<file path="src/rtl/binary_counter_multimode_if.sv">
// rtl/binary_counter_multimode_if.sv - control and status bundle for the multimode counter
//
// Purpose: groups the counter's control inputs and status outputs.
// Modports:
//   master : drives mode/en/key_up/key_down/load/load_value, observes count/tick/limit
//   slave  : the counter side (inputs and outputs swapped)

interface binary_counter_multimode_if #(
  parameter int WIDTH = 8
);
  logic [1:0]       mode;
  logic             en;
  logic             key_up;
  logic             key_down;
  logic             load;
  logic [WIDTH-1:0] load_value;
  logic [WIDTH-1:0] count;
  logic             tick;
  logic             limit;

  modport master (
    output mode, en, key_up, key_down, load, load_value,
    input  count, tick, limit
  );

  modport slave (
    input  mode, en, key_up, key_down, load, load_value,
    output count, tick, limit
  );
endinterface

</file>
<file path="src/rtl/binary_counter_multimode.sv">
// rtl/binary_counter_multimode.sv - up/down counter stepped by prescaled tick or debounced keys
//
// Purpose: WIDTH-bit up/down counter with a prescaler tick, two debounced key
// inputs, synchronous load and wrap-or-saturate boundary handling.
// Ports:
//   clock      : rising-edge clock
//   reset_n    : asynchronous active-low reset
//   bus.mode   : 00 auto-up, 01 auto-down, 10 key-step, 11 hold
//   bus.en     : counting enable (also gates the prescaler)
//   bus.key_up / bus.key_down : raw asynchronous buttons, active high
//   bus.load / bus.load_value : synchronous load strobe and value
//   bus.count  : registered count
//   bus.tick   : registered one-cycle prescaler pulse
//   bus.limit  : registered one-cycle pulse on wrap or saturation

module binary_counter_multimode #(
  parameter int WIDTH      = 8,
  parameter int TICK_DIV   = 2_700_000,
  parameter int DEB_CYCLES = 270_000,
  parameter bit WRAP       = 1'b1
) (
  input  logic                        clock,
  input  logic                        reset_n,
  binary_counter_multimode_if.slave   bus
);

  localparam int PW = $clog2(TICK_DIV);
  localparam int DW = $clog2(DEB_CYCLES + 1);
  localparam logic [PW-1:0]    PRESC_LAST = PW'(TICK_DIV - 1);
  localparam logic [DW-1:0]    DEB_LAST   = DW'(DEB_CYCLES);
  localparam logic [WIDTH-1:0] MAXV       = '1;

  // Key vectors: bit 0 is key_up, bit 1 is key_down.
  logic [1:0]          key_raw;
  logic [1:0]          sync1_q, sync2_q;
  logic [1:0]          stable_q, stable_d;
  logic [1:0]          stable_prev_q;
  logic [1:0][DW-1:0]  deb_q, deb_d;
  logic [1:0]          key_step;

  logic [PW-1:0]       presc_q, presc_d;
  logic                tick_q, tick_d;
  logic [WIDTH-1:0]    count_q, count_d;
  logic                limit_q, limit_d;
  logic                up_req, dn_req;

  assign key_raw = {bus.key_down, bus.key_up};

  // Prescaler: tick_d is the value tick takes at this edge, so auto-mode
  // steps land on the same edge that registers tick high.
  always_comb begin
    presc_d = '0;
    tick_d  = 1'b0;
    if (bus.en) begin
      if (presc_q == PRESC_LAST) begin
        presc_d = '0;
        tick_d  = 1'b1;
      end else begin
        presc_d = presc_q + PW'(1);
      end
    end
  end

  // Debouncers: the counter measures how long the synchronised level has
  // disagreed with the accepted level.
  always_comb begin
    deb_d    = deb_q;
    stable_d = stable_q;
    for (int i = 0; i < 2; i++) begin
      if (sync2_q[i] == stable_q[i]) begin
        deb_d[i] = '0;
      end else if (deb_q[i] == DEB_LAST) begin
        stable_d[i] = sync2_q[i];
        deb_d[i]    = '0;
      end else begin
        deb_d[i] = deb_q[i] + DW'(1);
      end
    end
  end

  // Rising edge of the accepted level only; releases are ignored.
  assign key_step = stable_q & ~stable_prev_q;

  always_comb begin
    up_req = 1'b0;
    dn_req = 1'b0;
    if (bus.en) begin
      case (bus.mode)
        2'b00:   up_req = tick_d;
        2'b01:   dn_req = tick_d;
        2'b10: begin
          up_req = key_step[0];
          dn_req = key_step[1];
        end
        default: ;
      endcase
    end
  end

  // Load beats any step; simultaneous up and down cancel.
  always_comb begin
    count_d = count_q;
    limit_d = 1'b0;
    if (bus.load) begin
      count_d = bus.load_value;
    end else if (up_req && !dn_req) begin
      if (count_q == MAXV) begin
        limit_d = 1'b1;
        if (WRAP) count_d = '0;
      end else begin
        count_d = count_q + WIDTH'(1);
      end
    end else if (dn_req && !up_req) begin
      if (count_q == '0) begin
        limit_d = 1'b1;
        if (WRAP) count_d = MAXV;
      end else begin
        count_d = count_q - WIDTH'(1);
      end
    end
  end

  always_ff @(posedge clock or negedge reset_n) begin
    if (!reset_n) begin
      presc_q       <= '0;
      tick_q        <= 1'b0;
      sync1_q       <= '0;
      sync2_q       <= '0;
      stable_q      <= '0;
      stable_prev_q <= '0;
      deb_q         <= '0;
      count_q       <= '0;
      limit_q       <= 1'b0;
    end else begin
      presc_q       <= presc_d;
      tick_q        <= tick_d;
      sync1_q       <= key_raw;
      sync2_q       <= sync1_q;
      stable_q      <= stable_d;
      stable_prev_q <= stable_q;
      deb_q         <= deb_d;
      count_q       <= count_d;
      limit_q       <= limit_d;
    end
  end

  assign bus.count = count_q;
  assign bus.tick  = tick_q;
  assign bus.limit = limit_q;

endmodule

</file>
<file path="src/flat_wrapper.sv">
// flat-port wrapper written by rule: the top's interface ports become plain ports
module binary_counter_multimode_flat 
#(
  parameter int WIDTH      = 8,
  parameter int TICK_DIV   = 2_700_000,
  parameter int DEB_CYCLES = 270_000,
  parameter bit WRAP       = 1'b1
)
  (clock, reset_n, bus_mode, bus_en, bus_key_up, bus_key_down, bus_load, bus_load_value, bus_count, bus_tick, bus_limit);
  binary_counter_multimode_if #(.WIDTH(WIDTH)) bus_i ();
  input  logic clock;
  input  logic reset_n;
  input wire logic [$bits(bus_i.mode)-1:0] bus_mode;
  input wire logic [$bits(bus_i.en)-1:0] bus_en;
  input wire logic [$bits(bus_i.key_up)-1:0] bus_key_up;
  input wire logic [$bits(bus_i.key_down)-1:0] bus_key_down;
  input wire logic [$bits(bus_i.load)-1:0] bus_load;
  input wire logic [$bits(bus_i.load_value)-1:0] bus_load_value;
  output wire logic [$bits(bus_i.count)-1:0] bus_count;
  output wire logic [$bits(bus_i.tick)-1:0] bus_tick;
  output wire logic [$bits(bus_i.limit)-1:0] bus_limit;
  assign bus_i.mode = bus_mode;
  assign bus_i.en = bus_en;
  assign bus_i.key_up = bus_key_up;
  assign bus_i.key_down = bus_key_down;
  assign bus_i.load = bus_load;
  assign bus_i.load_value = bus_load_value;
  assign bus_count = bus_i.count;
  assign bus_tick = bus_i.tick;
  assign bus_limit = bus_i.limit;
  binary_counter_multimode #(.WIDTH(WIDTH), .TICK_DIV(TICK_DIV), .DEB_CYCLES(DEB_CYCLES), .WRAP(WRAP)) u_core (.clock(clock), .reset_n(reset_n), .bus(bus_i));
endmodule
</file>
<file path="config.mk">
export PLATFORM = sky130hd
export DESIGN_NAME = binary_counter_multimode_flat
export DESIGN_NICKNAME = d
export VERILOG_FILES = /design/src/rtl/binary_counter_multimode_if.sv /design/src/rtl/binary_counter_multimode.sv /design/src/flat_wrapper.sv
export SDC_FILE = /design/constraint.sdc
export NUM_CORES = 1
export LEC_CHECK = 0
export BUFFER_PORTS_ARGS = -buffer_cell sky130_fd_sc_hd__buf_2
export CORE_ASPECT_RATIO = 0.8
export CORE_UTILIZATION = 50
export DETAILED_ROUTE_END_ITERATION = 8
export GPL_ROUTABILITY_DRIVEN = 0
export GPL_TIMING_DRIVEN = 0
export PLACE_DENSITY = 0.68
export SLEW_MARGIN = 40
export SYNTH_ARGS = -nofsm -noshare
export SYNTH_HDL_FRONTEND = slang
export SYNTH_SLANG_ARGS = --single-unit
</file>
<file path="constraint.sdc">
create_clock -name clock -period 2.85 [get_ports clock]
set_input_delay 0.7125 -clock clock [delete_from_list [all_inputs] [get_ports clock]]
set_output_delay 0.7125 -clock clock [all_outputs]
set_load 0.005 [all_outputs]
</file>
==> metrics.md <==
| Metric | Value |
|---|---|
| Number of synthesized register bits | `a little under 80` |
| Die extent in x | `104 µm` |
| DRT iter0 DRCs | `79` |
| Via density per instance | `5.38` |
| Reg-to-reg critical path startpoint | `u_core.presc_q[11]` |
| Setup violators final | `0` |
| Yosys cell types | `52` |
| DIE AREA | `0.00861 mm²` |
| DRT antenna net count | `0` |
| Clock root buffer | `clkbuf_8` |
| Required @ worst endpoint | `just over 3 ns` |
| Max Fclk | `0.378 GHz` |
| Max Slew Vio Count | `0` |
| Setup TNS | `0 ns` |
| Register Area | `0.00195 mm²` |
| Core footprint | `0.00795 mm²` |
| Total GRT Usage | `0.210` |
| Worst-Margin Slew | `0.672 ns` |
| Crit path max fanout | `6` |
| H-tree Lvls | `3` |
| Status | `completed` |
| Period utilisation layout | `0.928` |
| CTS tree | `yes` |
| Rel. slew slack | `0.549` |
| Setup crit end | `u_core.bus.count[3]` |
| Total grt overflow | `0` |
| Cell Pwr Density | `514 mW/mm²` |
| I/O Pins | `26` |
| VDD IR-drop max | `0.363 mV` |
| Initial Utilization | `0.519` |
| Vias in the first global route | `3121` |
| Antenna violations before repair | `0` |
| Synth area leaders | `dfrtp_1, nor2_1, xor2_1` |
| Multi-input gate area | `0.00204 mm²` |
| Critical Path End Type | `flop` |
| Largest net degree at the start of global routing | `50` |
| Sequential fraction of the synthesis area | `0.473` |
| DRC | `0` |
| Hold Slack | `0.218 ns` |
| CP startpoint | `u_core.presc_q[11]` |
| RSZ-0062 raised after global routing | `no` |
| Share of the synthesized area in the top cell type | `0.473` |
| Number of synthesized flops with an enable pin | `0` |
| # diodes | `0` |
| Area grow syn2layout | `13.4%` |
| Setup WS post-layout | `0.204 ns` |
| Avg Cell Area, Syn | `9.41 µm²` |
| Total Power | `2.40 mW` |
| CTS buffer count | `9` |
| Reg2reg setup slack | `0.20 ns` |
| WL/cell | `13.7 µm` |
| Post-synthesis cell count | `438` |
| Synth Flop Type | `dfrtp_1` |
| DRT Wirelength | `about 8.0 mm` |
| Final hold vios | `0` |
| Layout cells sized above 1 | `0.131` |
| Count leader, synth | `dfrtp_1` |
| Cell taking the most area after synthesis | `dfrtp_1` |
| Hold Buf Count CTS | `0` |
| Die height | `83.2 µm` |
| TritonRoute pass-1 iters | `4` |
| IO Port Bufs | `25` |
| Clk pin slew, worst setup/hold paths | `0.08 ns` |
| Final min period | `2.65 ns` |
| Synth Net Count | `approximately 470` |
| WS Path Type | `flop to flop` |
| Worst skew pair latency | `0.36 ns` |
| Num rows | `29` |
| Global-route wire length before repair | `14.4 mm` |
| Post-synthesis cell area | `~0.0041 mm²` |
| Clock Skew | `0.0101 ns` |
| Static leakage | `2.05 nW` |
| Final nets | `502` |
| R2R cell count | `7` |
| Max-Cap Viols | `0` |
| Clk buf depth | `2` |
| Fill cells | `719` |
| Ys async rst share | `1.00` |
| Most instantiated cells after synthesis | `dfrtp_1, nor2_1, xor2_1, nand2_1, nand3_1` |
| HPWL Detailed | `5.62 mm` |
| Worst EP arrival | `2.88 ns` |
| Hold crit path type | `input pin to async pin` |
| RR Endpoint | `u_core.bus.count[3]` |
| Critical Path Source Type | `flop` |
| Synth warnings | `0` |
| Place WS | `0.0510 ns` |
| CTS sink cnt | `slightly below 80` |
| Via count | `3165` |
==> logic make-up (layout without fill, tap and decap cells) <==
| logic type | after synthesis | after routing | share of synthesized area |
|---|---|---|---|
| adder cells (fa/ha/maj) | 11 | 11 | 0.0334 |
| AO/OA/AOI/OAI | 45 | 45 | 0.0695 |
| buffers and inverters | 33 | 75 | 0.0340 |
| AND/OR/NAND/NOR | 211 | 211 | 0.258 |
| flip-flops | 78 | 78 | 0.473 |
| XOR/XNOR | 55 | 55 | 0.117 |
| multiplexers | 5 | 5 | 0.0146 |
==> layer usage <==
metal | track usage | routed length [µm] | vias to the layer above
met3 | 0.0651 | 350 | 13
li1 | - | - | 1575
met1 | 0.280 | 3990 | 1519
met4 | 0.0646 | 95 | 0
met2 | 0.328 | 3590 | 58
met5 | 0 | 0 | -
==> through the flow <==
stage / util / cell area, µm² / std cells
2_1_floorplan: - / 4120 / 438
3_5_place_dp: 0.557 / 4420 / 572
4_1_cts: 0.587 / 4670 / 588
5_1_grt: 0.588 / 4670 / 588
6_report: 0.588 / 4670 / 588
3_3_place_gp: 0.552 / 4380 / 571
==> critical path, cell delays in order (launching register included) <==
cell,delay [ns]
dfrtp_1,0.42
or4_4,0.57
nor3_1,0.28
nand3_1,0.17
a211oi_4,0.38
nor3_1,0.19
a2111oi_0,0.41
nor2_1,0.09
==> layout by cell type (no fill, tap or decap), types with 7 or more instances in the layout <==
cell type | Yosys | routed
nand4_1 | 9 | 9
a21oi_1 | 12 | 12
nor3_1 | 9 | 9
nand2_1 | 30 | 30
ha_1 | 11 | 11
nor4_1 | 7 | 7
xor2_1 | 31 | 31
dfrtp_1 | 78 | 78
and3_1 | 14 | 14
nand3_1 | 29 | 29
nor2_1 | 75 | 75
xnor2_1 | 24 | 24
or3_1 | 8 | 8
clkbuf_8 | 0 | 9
o21ai_0 | 15 | 15
buf_2 | 1 | 25
clkbuf_1 | 8 | 8
inv_1 | 21 | 21
==> state kept, by name, summed over array words and instances (netlist names) <==
name	cells
u_core.deb_q	38
u_core.bus.count	8
u_core.sync2_q	2
u_core.sync1_q	2
u_core.bus.limit	1
u_core.stable_prev_q	2
u_core.stable_q	2
u_core.bus.tick	1
u_core.presc_q	22
==> worst min-delay path by stage <==
stage          cells after the start  slack (ns)                end              start
3_5_place_dp                       0        0.34  u_core.sync2_q[0]  u_core.sync1_q[0]
5_1_grt                            1        0.22  u_core.presc_q[2]            reset_n
4_1_cts                            1        0.21   u_core.deb_q[37]            reset_n
3_3_place_gp                       0        0.34  u_core.sync2_q[0]  u_core.sync1_q[0]
6_report                           1        0.22  u_core.presc_q[2]            reset_n
2_1_floorplan                      0        0.33  u_core.sync2_q[0]  u_core.sync1_q[0]
==> final cells by class <==
type                            instances  share of cell area
Clock inverter                          7              0.0257
Sequential cell                        78               0.418
Inverter                               21              0.0169
Tap cell                              108              0.0289
Timing Repair Buffer                   26              0.0340
Buffer                                 12              0.0131
Multi-Input combinational cell        327               0.437
Clock buffer                            9              0.0265
==> power breakdown <==
group          internal [mW]  switching (mW)
sequential              1.13          0.0369
clock                  0.584           0.425
combinational         0.0965           0.124
total                   1.82           0.586
==> what timing repair did <==
| item | 4_1_cts | 5_1_grt |
|---|---|---|
| resized for setup | 0 | 1 |
| endpoints found under the setup margin | 0 | 1 |
| setup buffers | 0 | 0 |
(Power assumes the default switching activity.)
